==> config.mk <==
export PLATFORM = sky130hd
export DESIGN_NAME = video_fb_writer
export DESIGN_NICKNAME = d
export VERILOG_FILES = /design/src/rtl/video_fb_writer.sv
export SDC_FILE = /design/constraint.sdc
export NUM_CORES = 1
export LEC_CHECK = 0
export BUFFER_PORTS_ARGS = -buffer_cell sky130_fd_sc_hd__buf_2
export CELL_PAD_IN_SITES_DETAIL_PLACEMENT = 1
export CELL_PAD_IN_SITES_GLOBAL_PLACEMENT = 2
export CORE_AREA = 2 2 136 125
export CTS_CLUSTER_SIZE = 16
export DETAILED_ROUTE_END_ITERATION = 7
export DIE_AREA = 0 0 138 127
export PLACE_DENSITY_LB_ADDON = 0.1
export SYNTH_ARGS = -nofsm -noshare
export SYNTH_HDL_FRONTEND = slang
export SYNTH_SLANG_ARGS = --single-unit
==> constraint.sdc <==
create_clock -name sys_clk -period 5.8 [get_ports sys_clk]
set_input_delay 1.16 -clock sys_clk [delete_from_list [all_inputs] [get_ports sys_clk]]
set_output_delay 1.16 -clock sys_clk [all_outputs]
set_load 0.01 [all_outputs]
==> src/rtl/video_fb_writer.sv <==
// Pixel-stream to Avalon-MM framebuffer writer with a small in-order write queue.
// Optional double buffering is compiled in with `define FB_DOUBLE_BUFFER_EN.
module video_fb_writer #(
    parameter int RGB_SIZE   = 12,
    parameter int AVN_AW     = 20,
    parameter int AVN_DW     = 16,
    parameter int H_DISPLAY  = 640,
    parameter int V_DISPLAY  = 480,
    parameter int HC_W       = 10,
    parameter int VC_W       = 10,
    parameter int FIFO_DEPTH = 4
) (
    input  logic                sys_clk,
    input  logic                sys_rst_n,
    input  logic [HC_W-1:0]     src_hc,
    input  logic [VC_W-1:0]     src_vc,
    input  logic [RGB_SIZE-1:0] src_rgb,
    input  logic                src_vld,
    output logic                src_rdy,
    output logic [AVN_AW-1:0]   avn_address,
    output logic                avn_write,
    output logic [AVN_DW-1:0]   avn_writedata,
    output logic [AVN_DW/8-1:0] avn_byteenable,
    input  logic                avn_waitrequest,
    output logic                frame_done,
    output logic                busy,
    input  logic                swap_req,
    output logic                front_sel
);

    localparam int PTR_W = $clog2(FIFO_DEPTH);
    localparam logic [AVN_AW-1:0] FRAME_WORDS = AVN_AW'(H_DISPLAY * V_DISPLAY);
    localparam logic [HC_W:0]     H_LIM       = (HC_W + 1)'(H_DISPLAY);
    localparam logic [VC_W:0]     V_LIM       = (VC_W + 1)'(V_DISPLAY);
    localparam logic [HC_W-1:0]   H_LAST      = HC_W'(H_DISPLAY - 1);
    localparam logic [VC_W-1:0]   V_LAST      = VC_W'(V_DISPLAY - 1);

    // Queue storage: one register set per entry, head read combinationally.
    logic [AVN_AW-1:0]     addr_mem [FIFO_DEPTH];
    logic [AVN_DW-1:0]     data_mem [FIFO_DEPTH];
    logic [FIFO_DEPTH-1:0] last_mem;

    logic [PTR_W-1:0] wr_ptr_reg;
    logic [PTR_W-1:0] rd_ptr_reg;
    logic [PTR_W:0]   count_reg;
    logic [PTR_W:0]   count_next;

    logic              in_range;
    logic              accept;
    logic              push;
    logic              pop;
    logic [AVN_AW-1:0] base;
    logic [AVN_AW-1:0] row_off;
    logic [AVN_AW-1:0] pix_addr;
    logic [AVN_DW-1:0] pix_data;
    logic              pix_last;

    assign in_range = ({1'b0, src_hc} < H_LIM) && ({1'b0, src_vc} < V_LIM);
    assign src_rdy  = ~count_reg[PTR_W];
    assign accept   = src_vld & src_rdy;
    assign push     = accept & in_range;
    assign busy     = (count_reg != '0);
    assign pop      = busy & ~avn_waitrequest;

    assign row_off  = AVN_AW'(src_vc) * AVN_AW'(H_DISPLAY);
    assign pix_addr = base + row_off + AVN_AW'(src_hc);
    assign pix_data = AVN_DW'(src_rgb);
    assign pix_last = (src_hc == H_LAST) && (src_vc == V_LAST);

    always_comb begin
        count_next = count_reg;
        case ({push, pop})
            2'b10:   count_next = count_reg + 1'b1;
            2'b01:   count_next = count_reg - 1'b1;
            default: count_next = count_reg;
        endcase
    end

    // Pointers are PTR_W wide, so increments wrap modulo FIFO_DEPTH.
    always_ff @(posedge sys_clk or negedge sys_rst_n) begin
        if (!sys_rst_n) begin
            wr_ptr_reg <= '0;
            rd_ptr_reg <= '0;
            count_reg  <= '0;
        end else begin
            if (push) begin
                wr_ptr_reg <= wr_ptr_reg + 1'b1;
            end
            if (pop) begin
                rd_ptr_reg <= rd_ptr_reg + 1'b1;
            end
            count_reg <= count_next;
        end
    end

    generate
        for (genvar gi = 0; gi < FIFO_DEPTH; gi++) begin : g_entry
            always_ff @(posedge sys_clk) begin
                if (push && (wr_ptr_reg == PTR_W'(gi))) begin
                    addr_mem[gi] <= pix_addr;
                    data_mem[gi] <= pix_data;
                    last_mem[gi] <= pix_last;
                end
            end
        end
    endgenerate

    // Gating by busy keeps the bus quiet (and zero) whenever the queue is empty.
    assign avn_write      = busy;
    assign avn_address    = busy ? addr_mem[rd_ptr_reg] : '0;
    assign avn_writedata  = busy ? data_mem[rd_ptr_reg] : '0;
    assign avn_byteenable = '1;
    assign frame_done     = pop & last_mem[rd_ptr_reg];

`ifdef FB_DOUBLE_BUFFER_EN
    logic front_sel_reg;
    logic swap_pending_reg;

    // A swap request coincident with frame_done takes effect on that frame.
    always_ff @(posedge sys_clk or negedge sys_rst_n) begin
        if (!sys_rst_n) begin
            front_sel_reg    <= 1'b0;
            swap_pending_reg <= 1'b0;
        end else if (frame_done && (swap_pending_reg || swap_req)) begin
            front_sel_reg    <= ~front_sel_reg;
            swap_pending_reg <= 1'b0;
        end else if (swap_req) begin
            swap_pending_reg <= 1'b1;
        end
    end

    assign front_sel = front_sel_reg;
    assign base      = front_sel_reg ? '0 : FRAME_WORDS;
`else
    logic unused_swap_req;

    assign unused_swap_req = swap_req;
    assign front_sel       = 1'b0;
    assign base            = '0;
`endif

endmodule
* Word-level counts from Yosys, hierarchy flattened
Memories as Yosys holds them, arrays and structs flattened.
Cells that the tools add are included.
** Storage, ports and cells
- Word-level logic and storage cells :: 77
- Memories :: 2
- Output and inout port bits :: 43
- Register bits :: 11
- Memory bits (writable) :: 128
- Bits of input ports :: 37
** Operators by class
- Eq/ne operators :: 7
- Muxes and demuxes :: 31
- Add/subtract/negate cells :: 5
- $mul :: 1
- $lt $le $gt $ge :: 3
- Reduce and logical (&&, ||, !) cells :: 15
- Bitwise gates (word level) :: 6
** Memories
- addr_mem :: depth 4, width 20, read ports 1, clocked after memory_dff 0, wr ports 1, line 39 : logic [AVN_AW-1:0] addr_mem [FIFO_DEPTH];
- data_mem :: depth 4, width 12, read ports 1, clocked after memory_dff 0, wr ports 1, line 40 : logic [AVN_DW-1:0] data_mem [FIFO_DEPTH];
** Operator list (number)
- 2-to-1 mux 20 bit :: 4
- OR reduction 20 bit :: 3
- 2-to-1 mux 12 bit :: 3
- OR reduction 12 bit :: 3
- adder 20 x 10 -> 20 bit :: 1
- 2-to-1 mux 16 bit :: 1
- 2-to-1 mux 1 bit :: 15
- multiplier 10 x 3 -> 13 bit, second input constant :: 1
- 2-to-1 mux 2 bit :: 6
- equality test 10 bit, second input constant :: 1
- equality test 10 x 9 -> 1 bit, second input constant :: 1
- less-than comparator 10 bit, second input constant :: 1
- less-than comparator 10 x 9 -> 1 bit, second input constant :: 1
- equality test 2 bit, second input constant :: 3
- logical AND 1 bit :: 6
- case mux 3 bit (2 select lines) :: 1
- adder 2 x 1 -> 2 bit, second input constant :: 2
- bitwise AND 1 bit :: 4
- equality test 2 x 1 -> 1 bit, second input constant :: 2
- adder 3 x 1 -> 3 bit, second input constant :: 1
- less-than comparator 2 x 3 -> 1 bit, second input constant :: 1
- nonzero test 3 bit :: 1
- subtractor 3 x 1 -> 3 bit, second input constant :: 1
- binary-select mux 1 bit (select 2 bit) :: 1
- 3 further kinds :: 4

* Longest topological paths before layout
Gate-level depths: netlist (run 1).
- Depth after elaboration :: 10
- Gate-level depth with buffers :: 10
- Depth with buffers taken out :: 10

* Least setup slack after synthesis (run 1)
No wires, ideal clock.
- Path type :: in2reg
- From :: input port src_vc[1]
- To :: memory addr_mem[0][18], data pin
- Library setup time :: 0.276 ns
- Cell stages on the path :: 8
- Setup slack :: 2.092 ns
- Data required time :: 5.524 ns
- Arrival :: 3.432 ns
- Cell sequence :: ha_1 > ha_1 > fa_1 > a211oi_1 > o21ai_1 > or4_4 > nor3b_2 > xnor2_1
** On the way
- Elaborated cells on any way between the ends :: 16
** RTL lines
- from (decl) :: line 16 : input logic [VC_W-1:0] src_vc,
- multiplier 10 x 3 -> 13 bit * :: line 65 : assign row_off = AVN_AW'(src_vc) * AVN_AW'(H_DISPLAY);
- adder 20 x 10 -> 20 bit * :: line 66 : assign pix_addr = base + row_off + AVN_AW'(src_hc);
- net pix_addr[18] :: line 54 : logic [AVN_AW-1:0] pix_addr;
- 2-to-1 mux 20 bit (no source line) (2 in a row)
- 2-to-1 mux 20 bit (no source line) *
- to (decl) :: line 39
The timed path passes the listed nets; every way through them passes the cells marked *.

* Worst setup path after layout (run 1)
- From :: input port src_vc[1]
- To :: memory addr_mem[1][19], data pin
Same word-level chain as after synthesis.

==> results.tsv, run 1 <==
stage	metric	value	unit
routing	initialDrtViolationCount	128	
placement	io_buffer_count	71	
timing	relSlewSlack	0.332	
timing	fin_crit	3850	ps
layout	largest_register	addr_mem	
global_route	antenna_found_initial	0	
routing	via_per_inst	5.06	
pwr	p_per_area	460	nW/um^2
yosys	synthCells	351	
job	maxCapViolCount	0	
floorplan	core	16000	um^2
layout	diodes	0	
clock_network	insertion_delay	420	ps
global_route	grt_pass1_vias	3608	
routing	vias	3288	
yosys	yosysUniqueCellTypes	41	
timing	whs	572	ps
worst_setup_path	required	5950	ps
worst_setup_path	max_stage_delay	540	ps
yosys	synth-seq-cells	139	
floorplan	num_rows	44	
yosys	synth_edf_count	132	
layout	multiInputGateArea	1920	um^2
placement	place_area	6750	um^2
yosys	synth-main-ff-cell	edfxtp_1	
worst_setup_path	cp_max_fo	4	
layout	post-route-cell-area	7370	um^2
global_route	grt_start_max_net_pins	34	
floorplan	boundaryPins	80	
floorplan	dieWidth	138	um
pwr	vdd_drop_max	0.249	mV
worst_setup_path	crit_path_frequent_cell	ha_1	
layout	layout-drive-gt1-share	0.327	
clock_network	cts_buffer_depth	2	
worst_setup_path	cp-start-kind	input pin	
floorplan	die_area	17500	um^2
pwr	power_leakage	2.64	nW
floorplan	initial_utilization	0.387	
clock_network	cts_tree	built	
clock_network	cts_sinks	139	
floorplan	die_height	127	um
global_route	grt_usage	0.156	
clock_network	cts_resized	0	
outcome	outcome	complete, no violations	
timing	finalHoldViolations	0	
clock_network	htreeDepth	4	
worst_setup_path	worstPathCellList	buf_2, ha_1, ha_1, fa_1, a211oi_1, o21bai_1, a21oi_1, xnor2_1, nand4_1, o32ai_1	
yosys	ys_seq_area_frac	0.670	
layout	top_regs	addr_mem x80, data_mem x48, last_mem x4	
timing	setup_violations	0	
layout	regArea	4140	um^2
timing	clock.fmax	260	MHz
layout	fillerInstances	1570	
timing	fin_crit_sh	0.664	
yosys	ys_async_sr_fraction	0.0504	
worst_setup_path	cp.arrival	4000	ps
hold_path	min_path_type	input pin to asynchronous set/reset pin	
clock_network	cts_setup_buffers	0	
layout	syn2layout_area_growth	19.4	%
timing	fin_tns_setup	0	ps
routing	drtPass1Iterations	4	
routing	drc	0	
layout	fin_nets	494	
placement	hpwl	8290	um
timing	drv_slew	0	
routing	routed_wl	12800	um
worst_setup_path	cp_slowest_cell	o32ai_1	
routing	wire_per_inst	19.7	um
timing	finClkSkew	7.18	ps
worst_setup_path	endpoint_kind	register	
placement	gp_congestion	0.705	
global_route	grt_pass1_wl	20300	um
timing	worst_slew_pin_slew	1000	ps
clock_network	clk_pin_slew	60	ps
yosys	synth_warnings	0	
yosys	syn_area_per_cell	17.6	um^2
timing	rsz0062_at_grt	no	
clock_network	cts-root-buf	clkbuf_16	
yosys	synth_area	6180	um^2
clock_network	cts-buffers-inserted	17	
global_route	grt-ovfl-total	0	
clock_network	cts_hold_buf	0	
layout	largest_reg_flops	80	
routing	antenna_left	0	
worst_setup_path	critical_path_class	input pin to register	
-- area by class of cell --
| cell class | instances | share of cell area |
|---|---|---|
| Clock buffer | 17 | 0.0577 |
| Clock inverter | 15 | 0.0277 |
| Inverter | 14 | 0.00713 |
| Multi-Input combinational cell | 184 | 0.260 |
| Sequential cell | 139 | 0.561 |
| Tap cell | 207 | 0.0351 |
| Timing Repair Buffer | 74 | 0.0512 |
-- per-stage QoR --
stage | total power [W] | util | setup slack, ps | instances
2_1_floorplan | 0.00194 | - | 2090 | 356
3_3_place_gp | 0.00228 | 0.422 | 1540 | 618
3_5_place_dp | 0.00230 | 0.422 | 1500 | 618
4_1_cts | 0.00346 | 0.462 | 1840 | 650
5_1_grt | 0.00358 | 0.462 | 1580 | 650
6_report | 0.00340 | 0.462 | 1950 | 650
-- metal layers --
metal,GRT usage,vias up,wire length (um)
met5,0,-,0
met4,0.0576,0,136
met3,0.0442,9,511
met2,0.261,80,6360
met1,0.197,1689,5780
li1,-,1510,-
-- worst max-delay path, delay by kind of cell --
kind | cells | cell delay [ps]
AO/OA/AOI/OAI | 4 | 1360
buffers and inverters | 1 | 130
XOR/XNOR | 1 | 200
adder cells (fa/ha/maj) | 3 | 960
AND/OR/NAND/NOR | 1 | 200
-- cell usage in the layout, fill, tap and decap left out, drive strengths merged, types with 2 or more instances in the layout --
master / synthesis / routed
o221ai: 2 / 2
inv: 14 / 14
nand2: 5 / 5
clkinvlp: 0 / 2
o21ai: 10 / 10
nand3: 2 / 2
clkbuf: 8 / 17
clkinv: 0 / 8
ha: 24 / 24
nand4: 5 / 5
nor3: 3 / 3
conb: 2 / 7
xor2: 5 / 5
buf: 11 / 74
edfxtp: 132 / 132
a21oi: 7 / 7
mux4: 33 / 33
xnor2: 15 / 15
and2: 7 / 7
nor2b: 34 / 34
fa: 3 / 3
dfrtp: 7 / 7
nor2: 6 / 6
bufinv: 0 / 5
-- cell usage after synthesis (2+ instances only) --
library cell  count  share of area
a21oi_1           7         0.0057
and2_1            6         0.0061
buf_2             3         0.0024
buf_4             8         0.0097
clkbuf_1          8         0.0049
conb_1            2         0.0012
dfrtp_1           7          0.028
edfxtp_1        132           0.64
fa_1              3         0.0097
ha_1             24          0.049
inv_1            14         0.0085
mux4_2           33           0.12
nand2_1           5         0.0030
nand3_1           2         0.0016
nand4_1           5         0.0051
nor2_1            6         0.0036
nor2b_1          34          0.034
nor3_1            2         0.0016
o21ai_0           9         0.0073
o221ai_1          2         0.0028
xnor2_1          15          0.021
xor2_1            5         0.0071
-- power by group --
part | leakage, nW | switching, W | internal [W]
sequential | 1.28 | 0.000108 | 0.00119
combinational | 1.06 | 0.000472 | 0.000474
clock | 0.303 | 0.000395 | 0.000754
total | 2.64 | 0.000975 | 0.00242
-- logic make-up (layout without fill, tap and decap cells) --
family          Yosys count  in the layout  share of synthesized area
other cells               2              7                    0.00122
fa+ha+maj                27             27                     0.0583
xor+xnor                 20             20                     0.0284
flops                   139            139                      0.670
buf+inv                  33            120                     0.0255
mux                      34             34                      0.122
simple gates             69             69                     0.0681
compound gates           27             27                     0.0265
-- path summary, 6_finish.rpt --
path / cells past startpoint / slack [ps] / start / to
worst min-delay path: 1 / 570 / sys_rst_n / count_reg[2]
worst max register to register: 4 / 3280 / count_reg[2] / data_mem[0][3]
max in group asynchronous: 1 / 5050 / sys_rst_n / rd_ptr_reg[0]
worst max-delay path: 10 / 1950 / src_vc[1] / addr_mem[1][19]
worst min register to register: 1 / 570 / count_reg[0] / count_reg[0]
min in group sys_clk: 1 / 570 / count_reg[0] / count_reg[0]
Power figures use the tool's default switching activity.
==> inputs of run 2 (changes only) <==
- clock period: 5.8 -> 3.71 ns (I/O delays scaled with it)
==> results.tsv, run 2 (synthesis results as in run 1) <==
stage	metric	value	unit	change
outcome	outcome	complete, no violations		unchanged
timing	finClkSkew	5.87	ps	was 7.18 ps
worst_setup_path	required	3990	ps	was 5950 ps
floorplan	num_rows	44		unchanged
timing	setup_violations	0		unchanged
worst_setup_path	worstReg2RegEnd	addr_mem[0][16]		was data_mem[0][3]
pwr	total_power	0.00522	W	was 0.00340 W
floorplan	die_height	127	um	unchanged
placement	hpwl	8660	um	was 8290 um
routing	antenna_left	0		unchanged
global_route	grt_pass1_vias	3579		was 3608
pwr	swShare	0.292		was 0.287
layout	fillerInstances	1550		was 1570
layout	top_regs	addr_mem x80, data_mem x48, last_mem x4		unchanged
worst_setup_path	cp-start-kind	input pin		unchanged
clock_network	cts_tree	built		unchanged
worst_setup_path	reg2reg_depth	5		was 4
clock_network	cts_resized	0		unchanged
layout	layout_common_cells	edfxtp_1 (132), buf_2 (71), nor2b_1 (34)		unchanged
global_route	grt_usage	0.157		was 0.156
worst_setup_path	reg2reg_from	count_reg[2]		unchanged
routing	initialDrtViolationCount	149		was 128
routing	vias	3311		was 3288
worst_setup_path	cp_max_fo	4		unchanged
pwr	p_comb_frac	0.308		was 0.279
layout	fin_nets	504		was 494
pwr	p_per_area	700	nW/um^2	was 460 nW/um^2
timing	clock.fmax	318	MHz	
clock_network	clk_pin_slew	60	ps	about the same
floorplan	initial_utilization	0.387		unchanged
routing	drc	0		unchanged
global_route	antenna_found_initial	0		unchanged
clock_network	cts-root-buf	clkbuf_16		unchanged
timing	rsz0062_at_grt	no		unchanged
layout	largest_register	addr_mem		unchanged
timing	whs	148	ps	was 572 ps
timing	relSlewSlack	0.471		was 0.332
clock_network	cts_setup_buffers	0		unchanged
pwr	power_leakage	2.68	nW	was 2.64 nW
floorplan	core	16000	um^2	unchanged
clock_network	cts_sinks	139		unchanged
pwr	p_seq_frac	0.375		was 0.383
clock_network	cts_buffer_depth	2		unchanged
clock_network	cts_hold_buf	0		unchanged
hold_path	min_path_type	input pin to asynchronous set/reset pin		unchanged
pwr	vdd_drop_max	0.365	mV	was 0.249 mV
floorplan	dieWidth	138	um	unchanged
timing	fin_crit	3150	ps	
timing	worst_slew_pin_slew	786	ps	was 1000 ps
layout	layout-drive-gt1-share	0.342		was 0.327
routing	wire_per_inst	19.5	um	was 19.7 um
global_route	grt_start_max_net_pins	22		was 34
worst_setup_path	cp.arrival	3430	ps	was 4000 ps
global_route	grt-ovfl-total	0		unchanged
clock_network	insertion_delay	410	ps	was 420 ps
job	maxCapViolCount	0		unchanged
routing	via_per_inst	5.02		was 5.06
global_route	grt_pass1_wl	20600	um	was 20300 um
routing	routed_wl	12800	um	about the same
clock_network	cts-buffers-inserted	17		unchanged
layout	final_common_cell	edfxtp_1		unchanged
layout	final_util	0.467		was 0.462
timing	drv_slew	0		unchanged
placement	place_ws	123	ps	was 1500 ps
pwr	power.internal	0.00370	W	was 0.00242 W
floorplan	die_area	17500	um^2	unchanged
timing	finalHoldViolations	0		unchanged
timing	fin_crit_sh	0.848		
layout	regArea	4140	um^2	unchanged
placement	io_buffer_count	71		unchanged
routing	drtPass1Iterations	4		unchanged
placement	gp_congestion	0.747		was 0.705
floorplan	boundaryPins	80		unchanged
worst_setup_path	endpoint_kind	register		unchanged
timing	fin_tns_setup	0	ps	unchanged
pwr	p_switching	0.00152	W	was 0.000975 W
layout	multiInputGateArea	1910	um^2	was 1920 um^2
layout	largest_reg_flops	80		unchanged
worst_setup_path	rrSetupSlack	1460	ps	was 3280 ps
pwr	clockPowerShare	0.318		was 0.338
clock_network	htreeDepth	4		unchanged
layout	diodes	0		unchanged
layout	syn2layout_area_growth	20.7	%	was 19.4%
worst_setup_path	critical_path_class	input pin to register		unchanged
timing	final.setup.worst_slack	565	ps	was 1950 ps
## run 2: cell count changes in the layout (fill, tap and decap cells not counted), sizes merged
cell / change
bufinv: -2
clkinvlp: +1
clkinv: -1
buf: +10
inv: +1
clkbuf: +1
## run 2: worst max-delay path, stage by stage
cell	delay (ps)
buf_2	130
ha_1	300
ha_1	240
fa_1	420
a211oi_1	270
buf_4	170
o21bai_1	70
a21oi_1	180
xnor2_1	190
nand4_1	190
o32ai_1	340
buf_4	180
## run 2: worst max path at each step
| stage | cells after the start | from | endpoint | slack, ps |
|---|---|---|---|---|
| final | 12 | src_vc[1] | addr_mem[1][19] | 560 |
| after global routing | 12 | src_vc[1] | addr_mem[1][19] | 310 |
| after CTS | 12 | src_vc[1] | addr_mem[1][19] | 540 |
| after detailed placement | 12 | src_vc[1] | addr_mem[1][19] | 120 |
| after global placement | 12 | src_vc[1] | addr_mem[0][19] | 150 |
| after floorplan | 8 | src_vc[1] | addr_mem[0][18] | 420 |
## run 2: layout make-up
class	count	area share
Clock buffer	18	0.0575
Clock inverter	14	0.0205
Inverter	14	0.00705
Tap cell	207	0.0347
Sequential cell	139	0.555
Timing Repair Buffer	84	0.0691
Multi-Input combinational cell	184	0.256
## run 2: power by group through the flow
stage,clock (W),sequential [W],combinational [W]
2_1_floorplan,0,0.00192,0.00111
3_3_place_gp,0,0.00199,0.00163
3_5_place_dp,0,0.00199,0.00164
4_1_cts,0.00170,0.00196,0.00165
5_1_grt,0.00176,0.00198,0.00178
6_report,0.00166,0.00196,0.00161
## run 2: metal layers
layer	vias to the layer above	track usage	routed length (um)
li1	1524	-	-
met1	1693	0.207	5880
met2	80	0.259	6330
met3	14	0.0386	483
met4	0	0.0522	151
met5	-	0	0
## run 2: through the flow
step	instances	area, um^2
after floorplan	356	6200
after global placement	628	6880
after detailed placement	628	6880
after CTS	660	7460
after global routing	660	7460
final	660	7460
==> inputs of run 3 (changes only) <==
- clock period: 3.71 -> 2.9 ns (I/O delays scaled with it)
==> results.tsv, run 3 (synthesis results as in run 1) <==
stage	metric	value	unit	change
worst_setup_path	required	3100	ps	was 3990 ps
worst_setup_path	rrSetupSlack	900	ps	was 1460 ps
worst_setup_path	worst-path-stages	9		was 12
timing	fin_tns_setup	0	ps	unchanged
placement	io_buffer_count	71		unchanged
clock_network	cts_setup_buffers	0		unchanged
layout	top_regs	addr_mem x80, data_mem x48, last_mem x4		unchanged
clock_network	cts_hold_buf	1		was 0
clock_network	insertion_delay	420	ps	was 410 ps
timing	setup_violations	0		unchanged
worst_setup_path	endpoint_kind	register		unchanged
timing	clock.fmax	367	MHz	
layout	diodes	0		unchanged
global_route	grt_usage	0.161		was 0.157
global_route	grt-ovfl-total	0		unchanged
layout	multiInputGateArea	1950	um^2	was 1910 um^2
worst_setup_path	crit_end	addr_mem[2][18]		was addr_mem[1][19]
outcome	outcome	complete, no violations		unchanged
pwr	p_comb_frac	0.332		was 0.308
clock_network	htreeDepth	4		unchanged
routing	wire_per_inst	18.6	um	was 19.5 um
worst_setup_path	cp.arrival	2920	ps	was 3430 ps
worst_setup_path	crit_path_start	src_vc[1]		unchanged
timing	fin_crit	2730	ps	
layout	regArea	4140	um^2	unchanged
pwr	clockPowerShare	0.301		was 0.318
worst_setup_path	crit_buf_inv	1		was 3
worst_setup_path	path_delay_family	simple AND/OR/NAND/NOR gates		was adder cells
layout	layout-drive-gt1-share	0.401		was 0.342
worst_setup_path	cp-start-kind	input pin		unchanged
routing	antenna_left	0		unchanged
clock_network	cts-buffers-inserted	17		unchanged
pwr	power_leakage	2.82	nW	was 2.68 nW
routing	initialDrtViolationCount	157		was 149
layout	largest_reg_flops	80		unchanged
timing	drv_slew	0		unchanged
placement	hpwl	8810	um	was 8660 um
clock_network	clk_pin_slew	60	ps	about the same
timing	finClkSkew	6.11	ps	was 5.87 ps
global_route	antenna_found_initial	0		unchanged
floorplan	initial_utilization	0.387		unchanged
timing	finalHoldViolations	0		unchanged
pwr	vdd_drop_max	0.494	mV	was 0.365 mV
floorplan	num_rows	44		unchanged
worst_setup_path	worstReg2RegEnd	count_reg[2]		was addr_mem[0][16]
routing	drc	0		unchanged
routing	drtPass1Iterations	5		was 4
floorplan	die_area	17500	um^2	unchanged
clock_network	cts-root-buf	clkbuf_16		unchanged
timing	rsz0062_at_grt	no		unchanged
floorplan	dieWidth	138	um	unchanged
routing	routed_wl	12900	um	was 12800 um
worst_setup_path	crit_path_frequent_cell	ha_4		
pwr	p_seq_frac	0.368		was 0.375
routing	via_per_inst	4.93		was 5.02
layout	layout_common_cells	edfxtp_1 (132), buf_2 (71), buf_4 (39)		was edfxtp_1 (132), buf_2 (71), nor2b_1 (34)
worst_setup_path	worstPathCellList	buf_2, ha_4, ha_4, fa_2, nand2_1, or3_1, or4_4, nor3b_2, xnor2_1		was buf_2, ha_1, ha_1, fa_1, a211oi_1, buf_4, o21bai_1, a21oi_1, xnor2_1, nand4_1, o32ai_1, buf_4
pwr	p_per_area	859	nW/um^2	was 700 nW/um^2
global_route	grt_pass1_vias	3907		was 3579
routing	vias	3416		was 3311
hold_path	min_path_type	input pin to register		was input pin to asynchronous set/reset pin
worst_setup_path	cp_max_fo	4		unchanged
layout	syn2layout_area_growth	25.2	%	was 20.7%
layout	largest_register	addr_mem		unchanged
worst_setup_path	critical_path_class	input pin to register		unchanged
floorplan	die_height	127	um	unchanged
global_route	grt_start_max_net_pins	34		was 22
timing	relSlewSlack	0.602		was 0.471
timing	fin_crit_sh	0.941		
layout	fin_nets	537		was 504
pwr	p_switching	0.00200	W	was 0.00152 W
pwr	swShare	0.301		was 0.292
job	maxCapViolCount	0		unchanged
layout	fillerInstances	1579		was 1550
pwr	power.internal	0.00465	W	was 0.00370 W
clock_network	cts_tree	built		unchanged
worst_setup_path	reg2reg_from	count_reg[2]		unchanged
clock_network	cts_resized	0		unchanged
floorplan	core	16000	um^2	unchanged
worst_setup_path	reg2reg_depth	11		was 5
worst_setup_path	cp_slowest_cell	fa_2		was fa_1
clock_network	cts_buffer_depth	2		unchanged
pwr	total_power	0.00665	W	was 0.00522 W
layout	final_common_cell	edfxtp_1		unchanged
placement	gp_congestion	0.763		was 0.747
timing	worst_slew_pin_slew	592	ps	was 786 ps
global_route	grt_pass1_wl	21300	um	was 20600 um
floorplan	boundaryPins	80		unchanged
worst_setup_path	max_stage_delay	540	ps	was 420 ps
clock_network	cts_sinks	139		unchanged
-- run 3: changes by cell type in the layout (fill, tap and decap cells not counted), sizes merged --
cell	delta
dlygate4sd3	+1
clkinv	-1
buf	+32
bufinv	-2
clkinvlp	+3
-- run 3: cell type report --
type	count	share of cell area
Sequential cell	139	0.535
Multi-Input combinational cell	184	0.252
Timing Repair Buffer	117	0.101
Clock buffer	18	0.0555
Tap cell	207	0.0335
Clock inverter	14	0.0162
Inverter	14	0.00680
-- run 3: metal layers --
metal	GRT usage	vias up	part of all wire
li1	-	1598	-
met1	0.196	1723	0.44
met2	0.280	76	0.50
met3	0.0382	19	0.036
met4	0.0594	0	0.015
met5	0	-	0
-- run 3: worst min-delay path by stage --
stage / end / cells past startpoint / slack [ps] / start
4_1_cts: data_mem[2][8] / 1 / 360 / src_rgb[8]
5_1_grt: data_mem[2][8] / 1 / 370 / src_rgb[8]
3_3_place_gp: count_reg[0] / 1 / 430 / sys_rst_n
3_5_place_dp: count_reg[0] / 1 / 430 / sys_rst_n
6_report: data_mem[1][11] / 1 / 380 / src_rgb[11]
2_1_floorplan: count_reg[0] / 0 / 280 / sys_rst_n
-- run 3: per-stage QoR --
step	instances	setup WS (ps)	hold slack [ps]	util	area [um^2]
2_1_floorplan	356	-17.0	284	-	6240
3_3_place_gp	660	-227	430	0.449	7170
3_5_place_dp	660	-279	432	0.449	7170
4_1_cts	693	163	360	0.484	7730
5_1_grt	693	41.6	372	0.484	7730
6_report	693	172	379	0.484	7730
-- run 3: power by group through the flow --
| stage | clock (W) | sequential (W) | combinational (W) |
|---|---|---|---|
| final | 0.00200 | 0.00244 | 0.00220 |
| after detailed placement | 0 | 0.00249 | 0.00226 |
| after global routing | 0.00213 | 0.00246 | 0.00244 |
| after floorplan | 0 | 0.00246 | 0.00143 |
| after CTS | 0.00205 | 0.00245 | 0.00228 |
| after global placement | 0 | 0.00248 | 0.00223 |
